--- src/rtl/router_scheduler_if.sv ---
// Handshake bundle between the scheduler, its requesters and the shared router.
// master: scheduler side (drives grants, router trigger, completion report).
// slave: environment side (drives jobs and router status).
interface router_scheduler_if #(
  parameter int NumReq    = 4,
  parameter int AddrWidth = 5,
  parameter int IdWidth   = 2,
  parameter int CntWidth  = 6
);
  logic [NumReq-1:0]           reqValid;
  logic [NumReq-1:0]           reqReady;
  logic [NumReq*AddrWidth-1:0] reqStartAddr;
  logic [NumReq*AddrWidth-1:0] reqFinalAddr;
  logic                        routeEn;
  logic [AddrWidth-1:0]        routeStartAddr;
  logic [AddrWidth-1:0]        routeFinalAddr;
  logic                        routeFinished;
  logic                        routeRoutingOutput;
  logic                        doneValid;
  logic [IdWidth-1:0]          doneId;
  logic [1:0]                  doneErr;
  logic [CntWidth-1:0]         doneVecCount;
  logic                        busy;

  modport master (
    input  reqValid, reqStartAddr, reqFinalAddr, routeFinished, routeRoutingOutput,
    output reqReady, routeEn, routeStartAddr, routeFinalAddr,
           doneValid, doneId, doneErr, doneVecCount, busy
  );

  modport slave (
    output reqValid, reqStartAddr, reqFinalAddr, routeFinished, routeRoutingOutput,
    input  reqReady, routeEn, routeStartAddr, routeFinalAddr,
           doneValid, doneId, doneErr, doneVecCount, busy
  );
endinterface

--- src/rtl/router_scheduler.sv ---
// Round-robin scheduler sharing one router among NumReq requesters; reports per-job completion.
// Latency: grant in IDLE, routeEn the cycle after accept, report one cycle after router finished edge.
// Backpressure: only one job in flight; reqReady is offered only in IDLE, to a single requester.
// Optional WAIT watchdog enabled by macro ROUTER_SCHED_TIMEOUT_EN.
module router_scheduler #(
  parameter int NumReq        = 4,
  parameter int Depth         = 32,
  parameter int AddrWidth     = $clog2(Depth),
  parameter int IdWidth       = $clog2(NumReq),
  parameter int CntWidth      = AddrWidth + 1,
  parameter int TimeoutCycles = 1024
) (
  input logic               clk,
  input logic               rst,
  router_scheduler_if.master bus
);

  localparam logic [1:0] IDLE   = 2'd0;
  localparam logic [1:0] ISSUE  = 2'd1;
  localparam logic [1:0] WAIT   = 2'd2;
  localparam logic [1:0] REPORT = 2'd3;

  localparam logic [1:0] ERR_OK      = 2'b00;
  localparam logic [1:0] ERR_RANGE   = 2'b01;
  localparam logic [1:0] ERR_TIMEOUT = 2'b10;

  logic [1:0]           state;
  logic [IdWidth-1:0]   rr_ptr;
  logic [IdWidth-1:0]   grant;
  logic [IdWidth-1:0]   cand;
  logic                 grant_found;
  logic [AddrWidth-1:0] grant_start;
  logic [AddrWidth-1:0] grant_final;
  logic [IdWidth-1:0]   job_id;
  logic [AddrWidth-1:0] start_q;
  logic [AddrWidth-1:0] final_q;
  logic [CntWidth-1:0]  vec_cnt;
  logic [1:0]           err_q;
  logic                 finished_q;
  logic                 routing_q;
  logic                 finished_rise;
  logic                 routing_rise;
  logic                 take;
  logic                 timeout_hit;

  // Round-robin search from rr_ptr upward with wrap, plus address mux for the winner
  always_comb begin
    grant       = '0;
    grant_found = 1'b0;
    cand        = rr_ptr;
    grant_start = '0;
    grant_final = '0;
    for (int k = 0; k < NumReq; k++) begin
      if (!grant_found && bus.reqValid[cand]) begin
        grant       = cand;
        grant_found = 1'b1;
      end
      cand = (cand == IdWidth'(NumReq - 1)) ? '0 : cand + 1'b1;
    end
    for (int i = 0; i < NumReq; i++) begin
      if (grant == IdWidth'(i)) begin
        grant_start = bus.reqStartAddr[i*AddrWidth +: AddrWidth];
        grant_final = bus.reqFinalAddr[i*AddrWidth +: AddrWidth];
      end
    end
  end

  // Accept only in IDLE; reset forces the grant off even though the FSM already reads IDLE
  assign take = (state == IDLE) && grant_found && !rst;

  // One-hot ready toward the granted requester
  always_comb begin
    bus.reqReady = '0;
    if (take) bus.reqReady[grant] = 1'b1;
  end

  // Edge detectors on the router status levels (a stale finished level must not complete a job)
  always_ff @(posedge clk or posedge rst) begin
    if (rst) begin
      finished_q <= 1'b0;
      routing_q  <= 1'b0;
    end else begin
      finished_q <= bus.routeFinished;
      routing_q  <= bus.routeRoutingOutput;
    end
  end

  assign finished_rise = bus.routeFinished & ~finished_q;
  assign routing_rise  = bus.routeRoutingOutput & ~routing_q;

`ifdef ROUTER_SCHED_TIMEOUT_EN
  localparam int TW = $clog2(TimeoutCycles + 1);
  logic [TW-1:0] wait_cnt;

  // WAIT-cycle watchdog, zero on entry to WAIT
  always_ff @(posedge clk or posedge rst) begin
    if (rst)                wait_cnt <= '0;
    else if (state == WAIT) wait_cnt <= wait_cnt + 1'b1;
    else                    wait_cnt <= '0;
  end

  assign timeout_hit = (wait_cnt == TW'(TimeoutCycles - 1));
`else
  logic unused_timeout;
  assign unused_timeout = (TimeoutCycles != 0);
  assign timeout_hit    = 1'b0;
`endif

  // Job FSM: accept, trigger, track completion, report and advance the round-robin pointer
  always_ff @(posedge clk or posedge rst) begin
    if (rst) begin
      state   <= IDLE;
      rr_ptr  <= '0;
      job_id  <= '0;
      start_q <= '0;
      final_q <= '0;
      vec_cnt <= '0;
      err_q   <= ERR_OK;
    end else begin
      case (state)
        IDLE: begin
          if (take) begin
            job_id  <= grant;
            start_q <= grant_start;
            final_q <= grant_final;
            vec_cnt <= '0;
            if (grant_final < grant_start) begin
              err_q <= ERR_RANGE;
              state <= REPORT;
            end else begin
              err_q <= ERR_OK;
              state <= ISSUE;
            end
          end
        end
        ISSUE: state <= WAIT;
        WAIT: begin
          // A vector edge coinciding with the finished edge still lands in this report
          if (routing_rise && (vec_cnt != '1)) vec_cnt <= vec_cnt + 1'b1;
          if (finished_rise) begin
            err_q <= ERR_OK;
            state <= REPORT;
          end else if (timeout_hit) begin
            err_q <= ERR_TIMEOUT;
            state <= REPORT;
          end
        end
        REPORT: begin
          rr_ptr <= (job_id == IdWidth'(NumReq - 1)) ? '0 : job_id + 1'b1;
          state  <= IDLE;
        end
        default: state <= IDLE;
      endcase
    end
  end

  assign bus.routeEn        = (state == ISSUE);
  assign bus.routeStartAddr = start_q;
  assign bus.routeFinalAddr = final_q;
  assign bus.doneValid      = (state == REPORT);
  assign bus.doneId         = job_id;
  assign bus.doneErr        = err_q;
  assign bus.doneVecCount   = vec_cnt;
  assign bus.busy           = (state != IDLE);

endmodule

--- src/flat_wrapper.sv ---
// flat-port wrapper written by rule: the top's interface ports become plain ports
module router_scheduler_flat 
#(
  parameter int NumReq        = 4,
  parameter int Depth         = 32,
  parameter int AddrWidth     = $clog2(Depth),
  parameter int IdWidth       = $clog2(NumReq),
  parameter int CntWidth      = AddrWidth + 1,
  parameter int TimeoutCycles = 1024
)
  (clk, rst, bus_reqValid, bus_reqStartAddr, bus_reqFinalAddr, bus_routeFinished, bus_routeRoutingOutput, bus_reqReady, bus_routeEn, bus_routeStartAddr, bus_routeFinalAddr, bus_doneValid, bus_doneId, bus_doneErr, bus_doneVecCount, bus_busy);
  router_scheduler_if #(.NumReq(NumReq), .AddrWidth(AddrWidth), .IdWidth(IdWidth), .CntWidth(CntWidth)) bus_i ();
  input logic clk;
  input logic rst;
  input wire logic [$bits(bus_i.reqValid)-1:0] bus_reqValid;
  input wire logic [$bits(bus_i.reqStartAddr)-1:0] bus_reqStartAddr;
  input wire logic [$bits(bus_i.reqFinalAddr)-1:0] bus_reqFinalAddr;
  input wire logic [$bits(bus_i.routeFinished)-1:0] bus_routeFinished;
  input wire logic [$bits(bus_i.routeRoutingOutput)-1:0] bus_routeRoutingOutput;
  output wire logic [$bits(bus_i.reqReady)-1:0] bus_reqReady;
  output wire logic [$bits(bus_i.routeEn)-1:0] bus_routeEn;
  output wire logic [$bits(bus_i.routeStartAddr)-1:0] bus_routeStartAddr;
  output wire logic [$bits(bus_i.routeFinalAddr)-1:0] bus_routeFinalAddr;
  output wire logic [$bits(bus_i.doneValid)-1:0] bus_doneValid;
  output wire logic [$bits(bus_i.doneId)-1:0] bus_doneId;
  output wire logic [$bits(bus_i.doneErr)-1:0] bus_doneErr;
  output wire logic [$bits(bus_i.doneVecCount)-1:0] bus_doneVecCount;
  output wire logic [$bits(bus_i.busy)-1:0] bus_busy;
  assign bus_i.reqValid = bus_reqValid;
  assign bus_i.reqStartAddr = bus_reqStartAddr;
  assign bus_i.reqFinalAddr = bus_reqFinalAddr;
  assign bus_i.routeFinished = bus_routeFinished;
  assign bus_i.routeRoutingOutput = bus_routeRoutingOutput;
  assign bus_reqReady = bus_i.reqReady;
  assign bus_routeEn = bus_i.routeEn;
  assign bus_routeStartAddr = bus_i.routeStartAddr;
  assign bus_routeFinalAddr = bus_i.routeFinalAddr;
  assign bus_doneValid = bus_i.doneValid;
  assign bus_doneId = bus_i.doneId;
  assign bus_doneErr = bus_i.doneErr;
  assign bus_doneVecCount = bus_i.doneVecCount;
  assign bus_busy = bus_i.busy;
  router_scheduler #(.NumReq(NumReq), .Depth(Depth), .AddrWidth(AddrWidth), .IdWidth(IdWidth), .CntWidth(CntWidth), .TimeoutCycles(TimeoutCycles)) u_core (.clk(clk), .rst(rst), .bus(bus_i));
endmodule
--- config.mk ---
export PLATFORM = sky130hd
export DESIGN_NAME = router_scheduler_flat
export DESIGN_NICKNAME = d
export VERILOG_FILES = /design/src/rtl/router_scheduler_if.sv /design/src/rtl/router_scheduler.sv /design/src/flat_wrapper.sv
export SDC_FILE = /design/constraint.sdc
export NUM_CORES = 1
export LEC_CHECK = 0
export BUFFER_PORTS_ARGS = -buffer_cell sky130_fd_sc_hd__buf_4
export CAP_MARGIN = 20
export CORE_MARGIN = 3
export CORE_UTILIZATION = 49
export DETAILED_ROUTE_END_ITERATION = 7
export GPL_TIMING_DRIVEN = 0
export PLACE_DENSITY = 0.89
export SYNTH_ARGS = -nofsm -noshare
export SYNTH_HDL_FRONTEND = slang
export SYNTH_SLANG_ARGS = --single-unit
--- constraint.sdc ---
create_clock -name clk -period 4.9 [get_ports clk]
set_input_delay 0.245 -clock clk [delete_from_list [all_inputs] [get_ports clk]]
set_output_delay 0.245 -clock clk [all_outputs]
set_load 0.01 [all_outputs]
* Word level (Yosys, flattened, before mapping)
Cells that the tools add are included.
Word-level totals: flip-flop bits (word level) 26, input port bits 48, output and inout port bits 27, logic and storage cells 100
Cells by class: add/subtract/negate cells 5, $lt $le $gt $ge 7, equality and inequality tests 14, mux-type cells 42, bitwise operators 4, reductions and logical operators 19
Operator list (count):
- $mux W5 | 8
- $mux W2 | 13
- $eq A2 B2 Y1 const B | 8
- $lt A2 B3 Y1 const B | 5
- $mux W6 | 2
- $pmux W6 S2 | 1
- $mux W1 | 10
- $add A2 B1 Y2 const B | 4
- $bmux W1 S2 | 4
- $pmux W2 S4 | 1
- $logic_and A1 B1 Y1 | 7
- $add A6 B1 Y6 const B | 1
- $ne A2 B1 Y1 const B | 3
- $ne A6 B6 Y1 const B | 1
- $reduce_and A3 Y1 | 2
- $lt A5 B5 Y1 | 1
- $eq A2 B1 Y1 const B | 2
- $logic_not A1 Y1 | 4
- $logic_not A2 Y1 | 2
- $mux W4 | 1
- $pmux W2 S2 | 1
- $reduce_and A2 Y1 | 2
- $reduce_bool A2 Y1 | 2
- $and A1 B1 Y1 | 2
- other kinds (3) | 4

* Longest topological paths before layout
Gate-level depths: netlist of run 1.
depth in word-level cells 21, gate-level depth with buffers 15, depth with buffers taken out 13

* Worst setup path before layout of run 1
Ideal clock, no wire load.
kind register to register, from register u_core.rr_ptr[0], to register u_core.err_q[0] (netlist: u_core.bus.doneErr[0]), library setup time 101 ps, arrival 3358 ps, required time 4799 ps, setup slack 1441 ps, cell stages (with the launch flop) 14, path buffers 2, period minus slack after synthesis 3459 ps, cells stage by stage dfrtp_1 -> ha_1 -> buf_2 -> maj3_1 -> a22o_1 -> mux2i_2 -> buf_6 -> mux2_2 -> ha_1 -> a21o_1 -> a21o_1 -> a21oi_1 -> o311ai_0 -> o32ai_1
On the way: word-level cells in the longest chain between the ends 21, elaborated cells between the ends (all ways) 51, classes of those cells 3 x add/sub; 1 x order compare; 7 x eq/ne; 30 x mux; 10 x reduce/logical
RTL lines:
- start, declared | line router_scheduler.sv:28 | logic [IdWidth-1:0] rr_ptr;
- start signal, assigned | line router_scheduler.sv:149 | rr_ptr <= (job_id == IdWidth'(NumReq - 1)) ? '0 : job_id + 1'b1;
- parallel branches: the longest is 21 deep, another holds $add A2 B1 Y2
- end signal, assigned | line router_scheduler.sv:118 | err_q <= ERR_OK;
- end signal, assigned | line router_scheduler.sv:128 | err_q <= ERR_RANGE;
- end signal, assigned | line router_scheduler.sv:131 | err_q <= ERR_OK;
- end, declared | line router_scheduler.sv:38 | logic [1:0] err_q;
Parallel ways; which one is timed is not known. The select of a mux whose other input is x is not followed. A chain may end at the register's enable or synchronous reset.

* Final worst setup path of run 1
from register u_core.rr_ptr[1], to register u_core.state[1]
On the way: word-level cells in the longest chain between the ends 21, elaborated cells between the ends (all ways) 51, classes of those cells 3 x add/sub; 1 x order compare; 7 x eq/ne; 30 x mux; 10 x reduce/logical
RTL lines:
- parallel branches: the longest is 21 deep, another holds $add A2 B1 Y2
- end signal, assigned | line router_scheduler.sv:129 | state <= REPORT;
- end signal, assigned | line router_scheduler.sv:132 | state <= ISSUE;
- end signal, assigned | line router_scheduler.sv:136 | ISSUE: state <= WAIT;
- end, declared | line router_scheduler.sv:27 | logic [1:0] state;
Parallel ways; which one is timed is not known. The select of a mux whose other input is x is not followed.

==> results of run 1 <==
[synthesized netlist by cell type, types with 2 or more instances]
cell type,number,area [µm²]
a21o_1,2,15.0
a21oi_1,5,25.0
a22o_1,2,17.5
and3_1,2,12.5
and3b_1,2,17.5
buf_2,4,20.0
buf_6,2,22.5
dfrtp_1,25,626
ha_1,11,138
inv_1,7,26.3
mux2_2,13,146
mux2i_1,19,190
mux4_2,6,135
nand2_1,13,48.8
nand3_1,2,10.0
nand3b_1,2,15.0
nor2_1,12,45.0
nor2_2,2,12.5
nor2b_1,6,37.5
o211ai_1,4,30.0
o21ai_0,11,55.1
o22ai_1,2,12.5
xor2_1,4,35.0
[worst paths after layout]
kind / startpoint / endpoint / cells past startpoint
worst max-delay path: u_core.rr_ptr[1] / u_core.state[1] / 14
worst min register to register: u_core.bus.routeStartAddr[2] / u_core.bus.routeStartAddr[2] / 2
worst min-delay path: bus_routeFinished / u_core.finished_q / 1
min in group asynchronous: rst / u_core.rr_ptr[0] / 3
max in group asynchronous: rst / u_core.bus.routeFinalAddr[2] / 4
worst max register to register: u_core.rr_ptr[1] / u_core.state[1] / 14
[metrics by stage]
stage | power, mW | std cells
2_1_floorplan | 1.21 | 181
3_3_place_gp | 1.51 | 300
3_5_place_dp | 1.55 | 300
4_1_cts | 1.69 | 304
5_1_grt | 1.85 | 306
6_report | 1.69 | 306
[layout make-up]
type	instances	area (µm²)	area share [%]
repair buffers	75	586	22.8
well taps	46	57.6	2.24
plain buffers	8	53.8	2.09
clock inverters	1	7.51	0.292
clock buffers	3	41.3	1.60
flip-flops and latches	25	626	24.3
inverters	8	30.0	1.17
multi-input cells	140	1170	45.6
[cell families (layout without fill, tap and decap cells)]
group	count (synthesis)	after routing	share of synthesized area [%]
other cells	1	1	0.199
xor+xnor	4	4	1.86
simple gates	44	44	11.6
compound gates	40	40	15.0
buf+inv	16	95	4.45
mux	39	39	25.8
fa+ha+maj	12	12	7.85
flops	25	25	33.2
[layer usage]
| metal | track usage (%) | part of all wire [%] | up-vias |
|---|---|---|---|
| li1 | - | - | 827 |
| met4 | 7.20 | 1.3 | 0 |
| met3 | 2.96 | 5.5 | 5 |
| met1 | 26.6 | 39 | 855 |
| met2 | 39.4 | 54 | 56 |
| met5 | 0 | 0 | - |
[power groups by stage]
stage | Combinational (mW) | Clock, mW | Sequential, mW
floorplan | 0.840 | 0 | 0.374
global placement | 1.16 | 0 | 0.352
detailed placement | 1.20 | 0 | 0.357
CTS | 1.20 | 0.131 | 0.353
global route | 1.34 | 0.141 | 0.364
finish | 1.21 | 0.130 | 0.352
[critical path: stages (launching register included)]
cell	delay [ns]
dfrtp_1	0.46
ha_1	0.32
buf_2	0.21
mux4_2	0.54
nor2_2	0.22
a21oi_4	0.12
buf_6	0.18
mux2i_1	0.12
mux2_2	0.28
ha_1	0.32
a21o_1	0.19
a21o_1	0.17
a21oi_1	0.13
o311ai_0	0.25
o31ai_1	0.29
[flip-flops by register name, indices dropped and copies added (netlist names)]
register,flops
u_core.bus.doneVecCount,6
u_core.bus.routeFinalAddr,5
u_core.bus.routeStartAddr,5
u_core.bus.doneId,2
u_core.rr_ptr,2
u_core.state,2
u_core.bus.doneErr,1
u_core.finished_q,1
u_core.routing_q,1
==> out/qor.yml, run 1 <==
cts_inserted_buffers: 3
antenna_left: 0
yosys_most_used_dff: "dfrtp_1"
detailedRoute.firstIterationViolations: 105
static-leakage-power_nw: 1.29
initial_utilization_pct: 53.4
rsz0062_at_grt: "no"
dr.pass1.iters: 4
num_rows: 21
net_count_synth: 240
clkTransAtPathRegs_ns: 0.09
grt_util_all_layers_pct: 21.8
timing_worst_setup_path_type: "flop to flop"
cts_htree_levels: 1
final_critical_path_setup_slack_ns: 0.991
via_count_of_the_first_global_routing_pass: 1671
layout-area-overhead-vs-synth_pct: 36.8
worst_setup_path_end_kind: "flop"
slew-limit-headroom_pct: 54.0
drive_gt1_share_pct: 42.3
slew_viol_final: 0
grt_overflow_total: 0
antenna-diode-count: 0
synth_cell_types: 46
post-dp-hpwl_mm: 3.85
routedWlPerCell_um: 15.6
gp_congestion: 0.879
final.period_utilization_pct: 79.8
max_cap_viol_count: 0
die_area_um2: 4620
min_path_type: "input port to flop"
placeableCoreArea_um2: 3520
dpl_worst_slack_ns: 1.02
final.setup_skew_ns: 0.00460
p_int_mw: 0.944
worst_ep_required_time_ns: 5.08
final_nets: 320
finish.instance_area_um2: 2570
grt_start_max_net_pins: 26
grt_antenna_before_repair: 0
cts_root_buf: "clkbuf_8"
area_after_dpl_um2: 2490
post_cts_hold_buffer_count: 0
routed-via-count: 1743
ys_seq_elements: 25
clock_sinks: 25
drt_drc_violations_left: 0
die_width_um: 68.0
die_h_um: 68.0
boundaryPins: 75
power_per_cell_area_nw_per_um2: 656
synth-seq-area-share_pct: 33.2
finalCriticalPeriod_ns: 3.91
synth-async-reset-ratio_pct: 100
cts_tree: "yes"
run_status: "finished clean"
netlist_instances: 181
seq_pwr_share_pct: 20.8
grt_pass1_wl_mm: 7.62
setup_total_negative_slack_ns: 0
vias_per_cell: 5.70
mappedNetlistArea_um2: 1880
worstMarginPinSlew_ns: 0.682
max-vdd-ir-drop_mv: 0.353
worst_skew_pair.late_latency_ns: 0.28
power_switching_share_pct: 44.1
synth-edff-count: 0
layout.cells.most_common: "buf_4"
routed_wirelength_mm: 4.77
cts_repair_resize_count: 0
setup.worst_path.start_class: "flop"
count_of_synthesis_stage_warnings_from_yosys: 0
clockBufferDepth: 2
hold_violations: 0
final.hold.worst_slack_ns: 0.0735
critical_path_data_arrival_time_ns: 4.09
post_cts_buffers: 0
critical_path.max_fanout: 10
final-setup-viol-count: 0
power.net_switching_mw: 0.746
fmax_mhz: 256
power_frac_comb_pct: 71.5
synth.avg_cell_area_um2: 10.4
fillers: 270
final_util_pct: 73.1
layout.cells.most_common_list: "buf_4 (74), dfrtp_1 (25), mux2i_1 (19), nand2_1 (13), mux2_2 (13)"
reg2reg_setup_slack_ns: 0.99
power_frac_clock_pct: 7.7
port-buffer-count: 73
No activity file was read; power rests on OpenSTA's default activity.
==> inputs of run 2 (changes only) <==
==> constraint.sdc (replaced) <==
create_clock -name clk -period 3.8 [get_ports clk]
set_input_delay 0.19 -clock clk [delete_from_list [all_inputs] [get_ports clk]]
set_output_delay 0.19 -clock clk [all_outputs]
set_load 0.01 [all_outputs]
==> out/qor.yml, run 2 (synthesis gave the netlist of run 1 again) <==
grt_pass1_wl_mm: 7.69
num_rows: 21
gp_congestion: 0.879
detailedRoute.firstIterationViolations: 107
fillers: 242
layout.cells.most_common: "buf_4"
drive_gt1_share_pct: 47.8
reg2regPathDepth: 15
area.sequential_um2: 628
via_count_of_the_first_global_routing_pass: 1689
drt_drc_violations_left: 0
worst_skew_pair.late_latency_ns: 0.28
grt_start_max_net_pins: 26
min_path_type: "input port to flop"
hold_violations: 0
clock_sinks: 25
cts_root_buf: "clkbuf_8"
finalCriticalPeriod_ns: 3.78
multi_input_gate_area_um2: 1230
worst_ep_required_time_ns: 3.99
post-dp-hpwl_mm: 3.85
setup.worst_path.start_class: "flop"
final_critical_path_setup_slack_ns: 0.0240
antenna-diode-count: 0
worst_setup_path_end_kind: "flop"
layout.cells.most_common_list: "buf_4 (87), dfrtp_1 (23), mux2i_1 (19), nand2_1 (13), mux2_2 (13)"
initial_utilization_pct: 53.4
slew_viol_final: 0
reg2reg_setup_slack_ns: 0.02
routedWlPerCell_um: 17.1
grt_antenna_before_repair: 0
layout-area-overhead-vs-synth_pct: 45.1
antenna_left: 0
vias_per_cell: 5.79
port-buffer-count: 73
static-leakage-power_nw: 1.36
final_nets: 332
dpl_worst_slack_ns: -0.0802
max-vdd-ir-drop_mv: 0.539
final_util_pct: 77.5
clkTransAtPathRegs_ns: 0.10
largest_register_ff_count: 6
die_h_um: 68.0
cts_htree_levels: 1
final.hold.worst_slack_ns: 0.0155
area_after_dpl_um2: 2490
routed_wirelength_mm: 5.44
placeableCoreArea_um2: 3520
die_width_um: 68.0
max_cap_viol_count: 0
final.period_utilization_pct: 99.4
run_status: "finished clean"
power_per_cell_area_nw_per_um2: 935
finish.instance_area_um2: 2730
fmax_mhz: 265
timing_worst_setup_path_type: "flop to flop"
whs_path_depth: 1
routed-via-count: 1842
cts_tree: "yes"
clockBufferDepth: 2
final.setup_skew_ns: 0.00455
boundaryPins: 75
dr.pass1.iters: 4
grt_overflow_total: 0
grt_util_all_layers_pct: 22.0
critical_path.max_fanout: 10
critical_path_data_arrival_time_ns: 3.97
final-setup-viol-count: 0
cts_inserted_buffers: 3
die_area_um2: 4620
placed_cells: 300
post_layout_nonfiller_instances: 318
## run 2: timing repair
item / CTS / global route
hold buffers: 0 / 1
endpoints found under the hold margin: 0 / 6
setup buffers: 0 / 12
pin swaps: 0 / 6
endpoints found under the setup margin: 2 / 2
gates resized for setup: 3 / 13
## run 2: path summary, 6_finish.rpt
check / from / to
setup reg to reg: u_core.rr_ptr[0] / u_core.bus.doneErr[0]
min in group asynchronous: rst / u_core.rr_ptr[0]
setup / recovery: u_core.rr_ptr[0] / u_core.bus.doneErr[0]
hold reg to reg: u_core.bus.routeStartAddr[2] / u_core.bus.routeStartAddr[2]
hold / removal: bus_routeFinished / u_core.finished_q
max in group asynchronous: rst / u_core.bus.routeFinalAddr[2]
## run 2: power breakdown
part           switching, mW  internal, mW
sequential            0.0754         0.374
combinational          0.948         0.983
clock                 0.0966        0.0747
## run 2: critical path, stage by stage, from the launching register on
cell and delay (ns):
dfrtp_2 0.44, ha_1 0.31, buf_4 0.18, a22o_1 0.25
a32o_1 0.22, o22a_1 0.23, a21oi_4 0.20, buf_8 0.16
mux2i_1 0.08, mux2_2 0.28, ha_1 0.32, a21o_1 0.19
a21o_1 0.20, a21oi_2 0.19, o311ai_4 0.14, o32ai_2 0.29
## run 2: final cells by class
type,count,share of cell area [%]
multi-input combinational,140,45.0
timing repair buffer,87,24.7
sequential,25,23.0
buffer,8,2.29
tap,46,2.11
clock buffer,3,1.51
inverter,8,1.10
clock inverter,1,0.275
## run 2: through the flow
step	setup TNS, ns	power (mW)
floorplan	0	1.56
global placement	0	1.94
detailed placement	-0.148	2.00
CTS	0	2.20
global route	-0.161	2.74
finish	0	2.55
## run 2: routing by layer
metal  GRT usage (%)  part of all wire, %  wire length, µm
met3            2.96                  6.4              348
met2            39.8                   54             2930
met5               0                    0                0
met4            7.20                  1.7               92
met1            26.7                   38             2060
